--- src/rtl/bl_mask_8x32_2_pkg.sv ---
// Shared definitions for the 8-row x 32-column bitline-mask block.
//   DATA_W : physical bitline count (mask width), fixed at 32 for this macro
//   ADDR_W : sub-word address width
//   CONF_W : word-width configuration field width
//   conf_e : word-width configuration encodings
package bl_mask_8x32_2_pkg;

    localparam int DATA_W = 32;
    localparam int ADDR_W = 2;
    localparam int CONF_W = 2;

    typedef enum logic [CONF_W-1:0] {
        CONF_W32  = 2'b00,   // full 32-bit word
        CONF_W16  = 2'b01,   // two 16-bit half-words
        CONF_W8   = 2'b10,   // four 8-bit bytes
        CONF_RSVD = 2'b11    // reserved, no bitlines enabled
    } conf_e;

    // Byte-lane mask for lane k: bits [8k+7:8k] set.
    function automatic logic [DATA_W-1:0] byte_lane_mask(input logic [ADDR_W-1:0] k);
        logic [DATA_W-1:0] lane0;
        lane0 = DATA_W'(8'hFF);
        return lane0 << {k, 3'b000};
    endfunction

endpackage

--- src/rtl/bl_mask_8x32_2_if.sv ---
// Bus bundle between the address/config decoder and the bitline-mask block.
//   addr    : sub-word select within the 32-bit row
//   conf    : word-width configuration (conf_e encoding)
//   bl_mask : registered bitline enable mask, 1 = bitline active
// There is no valid/ready handshake: the block samples addr/conf on every
// rising clock edge and presents the decoded mask one cycle later.
interface bl_mask_8x32_2_if;
    import bl_mask_8x32_2_pkg::*;

    logic [ADDR_W-1:0] addr;
    logic [CONF_W-1:0] conf;
    logic [DATA_W-1:0] bl_mask;

    // master: the decoder side that supplies addr/conf and consumes the mask
    modport master (
        output addr,
        output conf,
        input  bl_mask
    );

    // slave: the mask generator
    modport slave (
        input  addr,
        input  conf,
        output bl_mask
    );

endinterface

--- src/rtl/bl_mask_decode.sv ---
// Purely combinational (conf, addr) -> bitline mask decoder.
//   conf : word-width configuration
//   addr : sub-word select
//   mask : contiguous, aligned segment of 0, 8, 16 or 32 set bits;
//          segment 0 sits in the LSBs
module bl_mask_decode
    import bl_mask_8x32_2_pkg::*;
(
    input  logic [CONF_W-1:0] conf,
    input  logic [ADDR_W-1:0] addr,
    output logic [DATA_W-1:0] mask
);

    always_comb begin
        mask = '0;
        case (conf_e'(conf))
            CONF_W32:  mask = '1;
            // addr[1] has no meaning for half-words and is ignored
            CONF_W16:  mask = addr[0] ? 32'hFFFF_0000 : 32'h0000_FFFF;
            CONF_W8:   mask = byte_lane_mask(addr);
            CONF_RSVD: mask = '0;
            default:   mask = '0;
        endcase
    end

endmodule

--- src/rtl/bl_mask_8x32_2.sv ---
// Bitline-mask generator for the 8x32 SRAM macro with 2-bit width config.
// Decodes the word-width configuration and sub-word address into a mask
// that enables only the bitlines of the selected sub-word; the result is
// registered, giving exactly one clock of latency.
//   clk   : single clock, rising-edge active
//   rst_n : synchronous active-low reset, clears the mask
//   bus   : slave side of bl_mask_8x32_2_if (addr, conf in; bl_mask out)
module bl_mask_8x32_2
    import bl_mask_8x32_2_pkg::*;
(
    input  logic                    clk,
    input  logic                    rst_n,
    bl_mask_8x32_2_if.slave         bus
);

    logic [DATA_W-1:0] mask_d;
    logic [DATA_W-1:0] mask_q;

    bl_mask_decode u_decode (
        .conf (bus.conf),
        .addr (bus.addr),
        .mask (mask_d)
    );

    // Reset wins over the decode result on the same edge.
    always_ff @(posedge clk) begin
        if (!rst_n) begin
            mask_q <= '0;
        end else begin
            mask_q <= mask_d;
        end
    end

    assign bus.bl_mask = mask_q;

endmodule

--- src/flat_wrapper.sv ---
// flat-port wrapper written by rule: the top's interface ports become plain ports
module bl_mask_8x32_2_flat import bl_mask_8x32_2_pkg::*;
  (clk, rst_n, bus_addr, bus_conf, bus_bl_mask);
  bl_mask_8x32_2_if bus_i ();
  input  logic clk;
  input  logic rst_n;
  input wire logic [$bits(bus_i.addr)-1:0] bus_addr;
  input wire logic [$bits(bus_i.conf)-1:0] bus_conf;
  output wire logic [$bits(bus_i.bl_mask)-1:0] bus_bl_mask;
  assign bus_i.addr = bus_addr;
  assign bus_i.conf = bus_conf;
  assign bus_bl_mask = bus_i.bl_mask;
  bl_mask_8x32_2 u_core (.clk(clk), .rst_n(rst_n), .bus(bus_i));
endmodule
--- config.mk ---
export PLATFORM = sky130hd
export DESIGN_NAME = bl_mask_8x32_2_flat
export DESIGN_NICKNAME = d
export VERILOG_FILES = /design/src/rtl/bl_mask_8x32_2_pkg.sv /design/src/rtl/bl_mask_8x32_2_if.sv /design/src/rtl/bl_mask_decode.sv /design/src/rtl/bl_mask_8x32_2.sv /design/src/flat_wrapper.sv
export SDC_FILE = /design/constraint.sdc
export NUM_CORES = 1
export LEC_CHECK = 0
export ABC_AREA = 1
export CORE_AREA = 2 2 39 41
export CTS_CLUSTER_DIAMETER = 120
export DETAILED_ROUTE_END_ITERATION = 8
export DIE_AREA = 0 0 41 43
export HOLD_SLACK_MARGIN = 0.05
export PLACE_DENSITY = 0.76
export REMOVE_ABC_BUFFERS = 1
export SYNTH_ARGS = -nofsm -noshare
export SYNTH_HDL_FRONTEND = slang
export SYNTH_SLANG_ARGS = --single-unit
--- constraint.sdc ---
create_clock -name clk -period 1.5 [get_ports clk]
set_input_delay 0.225 -clock clk [delete_from_list [all_inputs] [get_ports clk]]
set_output_delay 0.225 -clock clk [all_outputs]
set_load 0.03 [all_outputs]
### After elaboration in Yosys (flattened, before gate mapping)

Index checks and enable logic that the tools add are counted.

* input bits: 6
* word-level logic and storage cells: 8
* register bits after elaboration: 32
* memories: 0
* bits in read-only memories: 0
* RAM bits: 0
* bits in latches: 0

* divide/modulo/power cells: 0
* multiplexer cells: 2
* equal/unequal tests: 3
* reduce and logical (&&, ||, !) cells: 1
* shift operators: 1
* add/subtract/negate cells: 0
* multiply operators: 0
* magnitude comparators: 0
* bitwise logic cells: 0

Operator list (count)
* $pmux 32 s4: 1
* $mux 32: 1
* $shl 8x5->32 const A: 1
* $eq 2x2->1 const B: 2
* $eq 2x1->1 const B: 1
* $logic_not 2->1: 1

### Logic depth before layout (Yosys ltp)

* word-level depth: 2
* mapped depth: 5

### Cells and area by module

A second synthesis with hierarchy kept.

* cell total of the unflattened synthesis: 143
* area total of the unflattened synthesis: 1189.9 µm²

By module, submodules not included
* bl_mask_8x32_2: area an instance 914.6 µm², instances 1, cells an instance 99
* bl_mask_decode: area an instance 275.3 µm², instances 1, cells an instance 44

### Worst setup path before layout

No wires, ideal clock.

* path type: reg-to-output
* start point: register u_core.bus.bl_mask[15] (netlist name)
* end point: output port bus_bl_mask[10]
* arrival: 0.818 ns
* setup slack: 0.457 ns
* stages on the path, launching flop included: 2
* cell sequence: dfxtp_1 > buf_4

RTL lines
* end, declared: RTL line flat_wrapper.sv:9 `output wire logic [$bits(bus_i.bl_mask)-1:0] bus_bl_mask;`

==> flow_summary.ini <==
[global_route]
antenna_found_initial = 0
grt_usage_pct = 7.31
grt_first_pass_wirelength_um = 828
grt_pass1_vias = 209
grt_overflow_total = 0
grt_max_degree = 9

[logic_synthesis]
synth.top_cell.area_share_pct = 56.6
avgSynthCellArea_um2 = 7.29
synth_largest_area_cell = buf_4
synth_common_cells = buf_4 (28), nand2_1 (6), dfxtp_1 (4)
syn-cell-area_um2 = 372
synth-edff-count = 0
yosysSeqAreaShare_pct = 21.5
yosysWarnings = 0
synth.distinct_cells = 11
synth_seq_cells = 4
post-synth-top-count-cell = buf_4
synth_area_leaders = buf_4 (57%), dfxtp_1 (22%), nand2_1 (6.1%)
ys_async_sr_fraction_pct = 0
ys.flop_type = dfxtp_1
syn_inst = 51

[setup_path]
crit_slowest_cell = dlygate4sd2_1
critPathMaxFanout = 8
cpPeakStageDelay_ps = 440
arrival_ps = 1080
cp_data_required_time_ps = 1270
crit_chain = dlygate4sd2_1
path_delay_family = buffers and inverters
start_kind = flop
cp.buffers_inverters = 1
startpoint = u_core.bus.bl_mask[7]
worstSetupPathType = flop to output port
worst_setup_path_end_kind = output port

[pwr]
p_leak_nw = 0.342
switchingPower_w = 0.000194
p_seq_share_pct = 26.9
ir_drop_mv = 0.231
pwr_density_cell_nw_per_um2 = 871
p_int_w = 0.000271
combinationalPowerShare_pct = 46.4
power_w = 0.000466
swShare_pct = 41.8
clkPwrFrac_pct = 26.8

[placement]
routabilityCongestion = 0.600
dp_hpwl_um = 656
portBuffers = 37
place_ws_ps = 96.2

[floorplanning]
die_area_um2 = 1760
fp-row-count = 14
fp.dieW_um = 41
fp.coreArea_um2 = 1380
ioPinCount = 38
start_util_pct = 26.9
fp.dieH_um = 43

[clock_network]
cts_tree = built
clock_sinks = 4
postCtsSetupRepairBufs = 0
clockRootBuffer = clkbuf_4
clk_path_buf_depth = 2
cts_made_buffers = 3
cts-htree-levels = 1
path_clk_slew_ps = 30
holdBufCountCts = 0

[sta]
fmax_ghz = 0.768
finalCriticalPeriod_ps = 1300
holdWs_ps = 653
setup_viol_count_final = 0
drv_slew = 0
fin_ws_ps = 198
rsz0062_at_grt = no
fin_setup_tns_ps = 0
max_slew_margin_pct = 79.0
layout_worst_path_cycle_share_pct = 86.8
worst_slew_pin_slew_ps = 316
final_hold_viol_count = 0

[finish]
area_growth_pct = 43.8
antennaDiodeCount = 0
drive_above_1_share_pct = 7.94
fillers = 159
fin_nets = 71
largest_reg_flops = 4

[outcome]
status = finished clean

[detailed_routing]
drc = 0
wirelength_um = 760
vias_per_cell = 4.03
num_vias = 318
wl_per_cell_um = 9.62
ant_nets = 0
firstDrtPassIters = 1
drtIter0Drc = 0

[min_path]
worstHoldPathType = input pin to flop
hp-start = rst_n

[flow_run]
drv_cap = 0
[cells by family after synthesis]
logic type,count (synthesis),share of synthesized area [%]
DFF,4,21.5
buffers and inverters,32,60.6
AOI/OAI and AO/OA,4,5.38
and+or+nand+nor,11,12.5
[worst paths after layout]
check,endpoint,slack (ps),cells after the start
max,bus_bl_mask[4],200,1
min,u_core.bus.bl_mask[15],650,3
[cells in the final DEF, fill, tap and decap left out]
cell type / n
o21ai_0: 1
inv_1: 3
nand2_2: 1
a21oi_1: 2
inv_2: 1
nor2_1: 3
nand2_1: 6
dfxtp_1: 4
o21ai_1: 1
dlygate4sd2_1: 32
clkbuf_4: 3
clkdlybuf4s50_1: 5
nand4_1: 1
[power groups by stage]
stage | clock network [W] | registers [W] | logic (W)
after global placement | 0 | 0.000128 | 0.000254
after floorplan | 0 | 0.000242 | 0.0000146
after CTS | 0.000130 | 0.000126 | 0.000218
final | 0.000125 | 0.000125 | 0.000216
after global routing | 0.000134 | 0.000128 | 0.000228
after detailed placement | 0 | 0.000130 | 0.000255
[repair_timing]
| action | 4_1_cts | 5_1_grt |
|---|---|---|
| resized for setup | 32 | 0 |
| endpoints found under the setup margin | 32 | 0 |
| endpoints found under the hold margin | 0 | 0 |
[final cells by class]
| cell class | instances | area [µm²] | share of cell area (%) |
|---|---|---|---|
| Multi-Input combinational cell | 15 | 66.3 | 12.4 |
| Clock buffer | 3 | 22.5 | 4.22 |
| Tap cell | 16 | 20.0 | 3.75 |
| Inverter | 4 | 15.0 | 2.81 |
| Sequential cell | 4 | 80.1 | 15.0 |
| Timing Repair Buffer | 37 | 330 | 61.8 |
[layer usage]
layer	GRT usage (%)	wire length (µm)	up-vias
li1	-	-	153
met1	6.07	245	131
met2	13.1	321	34
met3	1.57	193	0
met4	6.00	0	0
met5	0	0	-
[metrics by stage]
stage / instances / area [µm²] / utilization, %
6_report: 79 / 534 / 38.6
5_1_grt: 79 / 534 / 38.6
4_1_cts: 79 / 534 / 38.6
3_5_place_dp: 76 / 552 / 39.9
3_3_place_gp: 76 / 552 / 39.9
2_1_floorplan: 23 / 161 / -
Note: power is estimated with default switching activity, not from simulation.
